$ cat config.mk
export PLATFORM = sky130hd
export DESIGN_NAME = tdm_demux_1to8
export DESIGN_NICKNAME = d
export VERILOG_FILES = /design/src/rtl/alu_mux_pkg.sv /design/src/rtl/tdm_slot_counter.sv /design/src/rtl/tdm_demux_1to8.sv
export SDC_FILE = /design/constraint.sdc
export NUM_CORES = 1
export LEC_CHECK = 0
export ABC_AREA = 1
export CORE_UTILIZATION = 50
export CTS_CLUSTER_SIZE = 40
export DETAILED_ROUTE_END_ITERATION = 16
export GPL_TIMING_DRIVEN = 0
export PLACE_DENSITY_LB_ADDON = 0.12
export REMOVE_ABC_BUFFERS = 1
export SLEW_MARGIN = 15
export SYNTH_ARGS = -nofsm -noshare
export SYNTH_HDL_FRONTEND = slang
export SYNTH_SLANG_ARGS = --single-unit
export TNS_END_PERCENT = 50
$ cat constraint.sdc
create_clock -name clk -period 1.6 [get_ports clk]
set_input_delay 0.24 -clock clk [delete_from_list [all_inputs] [get_ports clk]]
set_output_delay 0.24 -clock clk [all_outputs]
set_load 0.03 [all_outputs]
$ cat src/rtl/alu_mux_pkg.sv
// Shared slot encoding and FSM state for the ALU 8:1 mux and TDM demux.
// The demux slot index maps directly onto the mux selects {S2,S1,S0}.
package alu_mux_pkg;

   localparam int DEF_N_SLOTS = 8;
   localparam int DEF_SEL_W   = $clog2(DEF_N_SLOTS);

   typedef enum logic {
      HUNT = 1'b0,
      RECV = 1'b1
   } tdm_state_e;

endpackage

$ cat src/rtl/tdm_slot_counter.sv
// Slot index counter: load-to-1 on sync, step per beat, wrap to 0 after
// the last slot, with a last-slot flag for frame completion.
module tdm_slot_counter
   import alu_mux_pkg::*;
#(
   parameter int N_SLOTS = DEF_N_SLOTS,
   parameter int SEL_W   = $clog2(N_SLOTS)
) (
   input  logic             clk,
   input  logic             rst,
   input  logic             load_i,
   input  logic             inc_i,
   output logic [SEL_W-1:0] slot_o,
   output logic             last_o
);

   logic [SEL_W-1:0] cnt_q;
   logic [SEL_W-1:0] cnt_d;

   assign last_o = (cnt_q == SEL_W'(N_SLOTS - 1));
   assign slot_o = cnt_q;

   always_comb begin
      cnt_d = cnt_q;
      if (load_i) begin
         cnt_d = SEL_W'(1);
      end else if (inc_i) begin
         cnt_d = last_o ? '0 : cnt_q + SEL_W'(1);
      end
   end

   always_ff @(posedge clk) begin
      if (rst) begin
         cnt_q <= '0;
      end else begin
         cnt_q <= cnt_d;
      end
   end

endmodule

$ cat src/rtl/tdm_demux_1to8.sv
// Serial-to-parallel TDM demux: beat k of a sync-aligned frame lands in
// dout[k]; partial frames interrupted by sync are dropped with frame_err.
module tdm_demux_1to8
   import alu_mux_pkg::*;
#(
   parameter int N_SLOTS = DEF_N_SLOTS,
   parameter int SEL_W   = $clog2(N_SLOTS)
) (
   input  logic               clk,
   input  logic               rst,
   input  logic               din,
   input  logic               din_valid,
   input  logic               sync,
   output logic [SEL_W-1:0]   slot,
   output logic [N_SLOTS-1:0] dout,
   output logic               dout_valid,
   output logic               frame_err
);

   tdm_state_e         state_q;
   logic [N_SLOTS-1:0] shadow_q;
   logic [N_SLOTS-1:0] frame_d;
   logic [N_SLOTS-1:0] dout_q;
   logic               dv_q;
   logic               fe_q;
   logic               cnt_load;
   logic               cnt_inc;
   logic               cnt_last;

   assign cnt_load = din_valid & sync;
   assign cnt_inc  = din_valid & ~sync & (state_q == RECV);

   tdm_slot_counter #(
      .N_SLOTS (N_SLOTS),
      .SEL_W   (SEL_W)
   ) u_cnt (
      .clk    (clk),
      .rst    (rst),
      .load_i (cnt_load),
      .inc_i  (cnt_inc),
      .slot_o (slot),
      .last_o (cnt_last)
   );

   // Shadow with the current beat merged in; the last beat completes dout.
   always_comb begin
      frame_d       = shadow_q;
      frame_d[slot] = din;
   end

   always_ff @(posedge clk) begin
      if (rst) begin
         state_q  <= HUNT;
         shadow_q <= '0;
         dout_q   <= '0;
         dv_q     <= 1'b0;
         fe_q     <= 1'b0;
      end else begin
         dv_q <= 1'b0;
         fe_q <= 1'b0;
         if (din_valid) begin
            unique case (state_q)
               HUNT: begin
                  if (sync) begin
                     shadow_q[0] <= din;
                     state_q     <= RECV;
                  end
               end
               RECV: begin
                  if (sync) begin
                     fe_q        <= 1'b1;
                     shadow_q[0] <= din;
                  end else begin
                     shadow_q <= frame_d;
                     if (cnt_last) begin
                        dout_q  <= frame_d;
                        dv_q    <= 1'b1;
                        state_q <= HUNT;
                     end
                  end
               end
               default: state_q <= HUNT;
            endcase
         end
      end
   end

   assign dout       = dout_q;
   assign dout_valid = dv_q;
   assign frame_err  = fe_q;

endmodule

# == Yosys cells after proc, flatten, opt, wreduce, memory -nomap -nowiden ==
# Cells that the tools add are included.
# op_classes
addsub,1
order_cmp,2
eq_ne,2
n_mux,14
n_bitwise,6
reduce_logical,8
# op_table
op,count
2-to-1 mux 1 bit,9
bitwise mux 8 bit,1
"< comparator 3 x 4 -> 1 bit, second input constant",1
case mux 1 bit (2 select lines),2
AND reduction 4 bit,1
OR reduction 4 bit,1
"adder 3 x 1 -> 3 bit, second input constant",1
AND 1 bit,3
demux 1 bit (select 3 bit),1
"== test 3 bit, second input constant",1
">= comparator 3 x 1 -> 1 bit, second input constant",1
2-to-1 mux 3 bit,1
NOT 1 bit,3
AND reduction 3 bit,1
OR reduction 3 bit,1
"inequality test 2 bit, second input constant",1
AND reduction 2 bit,1
nonzero test 2 bit,1
OR reduction 2 bit,1
logical AND 1 bit,1
# totals
reg_bits,22
in_bits,5
out_inout_bits,13
elab_cells,41

# == Logic depth before layout (Yosys ltp) ==
# depth
ltp_word,7
mapped_depth,9
mapped_depth_nobuf,8

# == Hierarchy ==
# Synthesis repeated with hierarchy kept, for this count alone.
# hier_totals
cells_unflattened,149
area_unflattened_um2,1043.5
# by_module_without_submodules
mod,n_inst,cells_each,area_each_um2,seq_area_each_um2
tdm_demux_1to8,1,128,893.4,380.4
tdm_slot_counter,1,21,150.1,60.1

# == Least setup slack after synthesis ==
# OpenSTA, ideal clock, no wires.
# synth_timing
path_kind,register -> register
start,register u_cnt.cnt_q[1] (netlist: u_cnt.slot_o[1])
end,register dout_q[2] (netlist: dout[2])
setup_ps,113
arrival_time_ps,1402
required_ps,1487
setup_slack_ps,85
stages_incl_launch_ff,9
synth_period_minus_slack_ps,1515
cell_sequence,dfxtp_1 > ha_1 > ha_1 > inv_1 > nor2_4 > buf_8 > inv_2 > o21ai_1 > inv_1
# synth_via
elab_cells_between_ends,8
# synth_lines
item,line,text
"start, declared",tdm_slot_counter.sv:17,logic [SEL_W-1:0] cnt_q;
"start signal, assigned",tdm_slot_counter.sv:36,cnt_q <= cnt_d;
== test 3 bit,tdm_slot_counter.sv:20,assign last_o = (cnt_q == SEL_W'(N_SLOTS - 1));
named net cnt_last,tdm_demux_1to8.sv:28,logic cnt_last;
AND reduction 4 bit (no line),--,
"end signal, assigned",tdm_demux_1to8.sv:76,dout_q <= frame_d;
"end, declared",tdm_demux_1to8.sv:23,logic [N_SLOTS-1:0] dout_q;
# The timed path passes the listed nets, and every way through them passes these cells.
# A chain may end at the register's enable or synchronous reset.

# == Worst setup path in the final report ==
# layout_timing
start,register dout_q[3] (netlist: dout[3])
end,output port dout[3]
# layout_lines
item,line,text
"end, declared",tdm_demux_1to8.sv:15,"output logic [N_SLOTS-1:0] dout,"
# No word-level cell between the ends.

==> run_results.csv <==
group,metric,value,unit
status,status,"completed",
timing,finalSetupViolCount,0,
min_path,hold_path_class,"flip-flop to flip-flop",
global_routing,antenna_found_initial,0,
power_and_ir_drop,internal-power,0.683,mW
synthesis,seq_area_frac_synth,41.6,%
global_routing,grt_pass1_wl,3.14,mm
die,die_x,48.0,um
timing,setup_slack,0.0566,ns
route,vias,935,
place,place.gp.congestion,0.794,
route,drt-total-wl,2.00,mm
setup_path,cp-start-kind,"flip-flop",
die,initial_core_util,53.4,%
route,drt_pass1_iterations,4,
timing,skew,0.00117,ns
finish,layout_commonest_cell,"inv_1",
place,hpwl,1.42,mm
timing,worst_slew_pin_slew,0.582,ns
route,post_drt_wl_per_cell,10.6,um
global_routing,grt_overflow,0,
finish,fillers,177,
run,maxCapViolCount,0,
synthesis,syn_area_per_cell,7.35,um2
synthesis,ys_warn_count,0,
power_and_ir_drop,p_comb_share,10.6,%
place,place_ws,-0.118,ns
setup_path,arrival,1.30,ns
die,die_h,48.0,um
setup_path,worstPathCellList,"clkdlybuf4s50_1",
synthesis,synth_cell_types,23,
timing,max_clock_freq,648,MHz
finish,fin_nets,170,
setup_path,end_kind,"output pin",
cts,cts_tree,"built",
global_routing,grt_pass1_vias,723,
cts,htreeDepth,1,
finish,fin_util,64.1,%
die,placeableCoreArea,1980,um2
die,fp.dieArea,2300,um2
timing,slew_violations,0,
timing,final_hold_viol_count,0,
setup_path,path_buf_inv,1,
power_and_ir_drop,pwr-share-seq,63.3,%
cts,cts_hold_buf,0,
power_and_ir_drop,power_switching,0.228,mW
die,rows,16,
route,ant_nets,0,
cts,cts_buffers,3,
timing,rsz0062_at_grt,"yes",
power_and_ir_drop,p_clk_share,26.1,%
cts,clockBufferDepth,2,
cts,cts.clk_slew.worst_paths,0.10,ns
finish,instances_no_fill,188,
finish,area_growth_syn_to_layout,20.1,%
timing,period_share,96.5,%
setup_path,critPathTopFamily,"buffers and inverters",
route,drc,0,
timing,tns,0,ns
finish,diodes,0,
cts,insertion_delay,0.30,ns
route,drt_iter0_drc,15,
timing,finalHoldWorstSlack,0.483,ns
power_and_ir_drop,power.leakage,0.718,nW
power_and_ir_drop,power.density,717,nW/um2
timing,fin_crit,1.54,ns
timing,slew_headroom,61.1,%
setup_path,critPathMaxStageDelay,0.66,ns
die,io_pins,18,
cts,cts_sinks,22,
synthesis,synth_cells,144,
global_routing,grt_usage,20.2,%
setup_path,crit_type,"flip-flop to output pin",
cts,root_buffer,"clkbuf_4",
finish,drive_above_1_share,11.2,%
setup_path,cp.required,1.36,ns
route,via_per_inst,4.97,
setup_path,rrSetupSlack,0.13,ns
place,io_buffer_count,17,
finish,final_cell_mix,"inv_1, nand2_1, nor2_1, dfxtp_1, nand3_1",
global_routing,grt_max_degree,15,
power_and_ir_drop,sw_frac_of_total,25.0,%
synthesis,netlist_area,1060,um2
place,dpl.cell_count,183,
synthesis,synth-seq-cells,22,
power_and_ir_drop,ir_worst_vdd,0.523,mV
setup_path,worstPathMaxFanout,2,
setup_path,cp_slowest_cell,"clkdlybuf4s50_1",
-- cell type report --
class	instances	area, um2	area share [%]
Clock buffer	3	22.5	1.77
Inverter	26	97.6	7.68
Multi-Input combinational cell	91	473	37.2
Sequential cell	22	445	35.0
Tap cell	27	33.8	2.66
Timing Repair Buffer	19	199	15.6
-- what timing repair did --
action | in CTS | in global routing
resized for setup | 4 | 10
setup endpoints to repair | 11 | 17
buffers inserted | 2 | 0
endpoints found under the hold margin | 0 | 0
cloned | 0 | 0
pin swaps | 1 | 0
-- registers in the layout, summed over array words and instances (netlist names) --
| name | flops |
|---|---|
| state_q | 1 |
| dout_valid | 1 |
| shadow_q | 8 |
| frame_err | 1 |
| u_cnt.slot_o | 3 |
| dout | 8 |
-- stage by stage --
stage	power, mW	instance area, um2
final	0.911	1270
after global routing	0.965	1270
after CTS	0.922	1250
after detailed placement	0.686	1210
after global placement	0.683	1210
after floorplan	0.645	1010
-- metal layers --
| metal | vias to the layer above | share of wire (%) | global-route usage, % |
|---|---|---|---|
| li1 | 494 | - | - |
| met1 | 414 | 48 | 26.9 |
| met2 | 19 | 46 | 28.1 |
| met3 | 8 | 4.3 | 5.28 |
| met4 | 0 | 2.6 | 13.9 |
| met5 | - | 0 | 0 |
-- worst min-delay path: stages, from the launching register on --
cell	delay, ns
dfxtp_1	0.33
nand2_1	0.06
a21oi_1	0.05
-- kinds of logic after synthesis --
family / synth area share, %
buf+inv: 13.7
flops: 41.6
simple gates: 28.1
compound gates: 14.2
fa+ha+maj: 2.36
-- synth_stat cells (all sizes together) --
cell	n	area share [%]
a211oi	2	1.4
a21oi	5	2.4
a221oi	1	0.83
a31oi	1	0.59
buf	5	4.5
dfxtp	22	42
ha	2	2.4
inv	26	9.2
nand2	21	7.4
nand3	14	8.7
nand4	2	1.2
nor2	25	10
nor3	1	0.47
o211ai	4	2.8
o21ai	13	6.1
-- power groups by stage --
stage | combinational (mW) | sequential [mW] | clock [mW]
floorplan | 0.0516 | 0.593 | 0
global placement | 0.0948 | 0.588 | 0
detailed placement | 0.0973 | 0.589 | 0
CTS | 0.0954 | 0.577 | 0.250
global route | 0.109 | 0.579 | 0.277
finish | 0.0962 | 0.577 | 0.238
-- path summary, 6_finish.rpt --
path / start / depth (start not counted) / endpoint
min: shadow_q[0] / 2 / shadow_q[0]
max: dout[3] / 1 / dout[3]
max reg2reg: u_cnt.slot_o[0] / 9 / dout[3]
min reg2reg: shadow_q[0] / 2 / shadow_q[0]
Power figures use the tool's default switching activity.
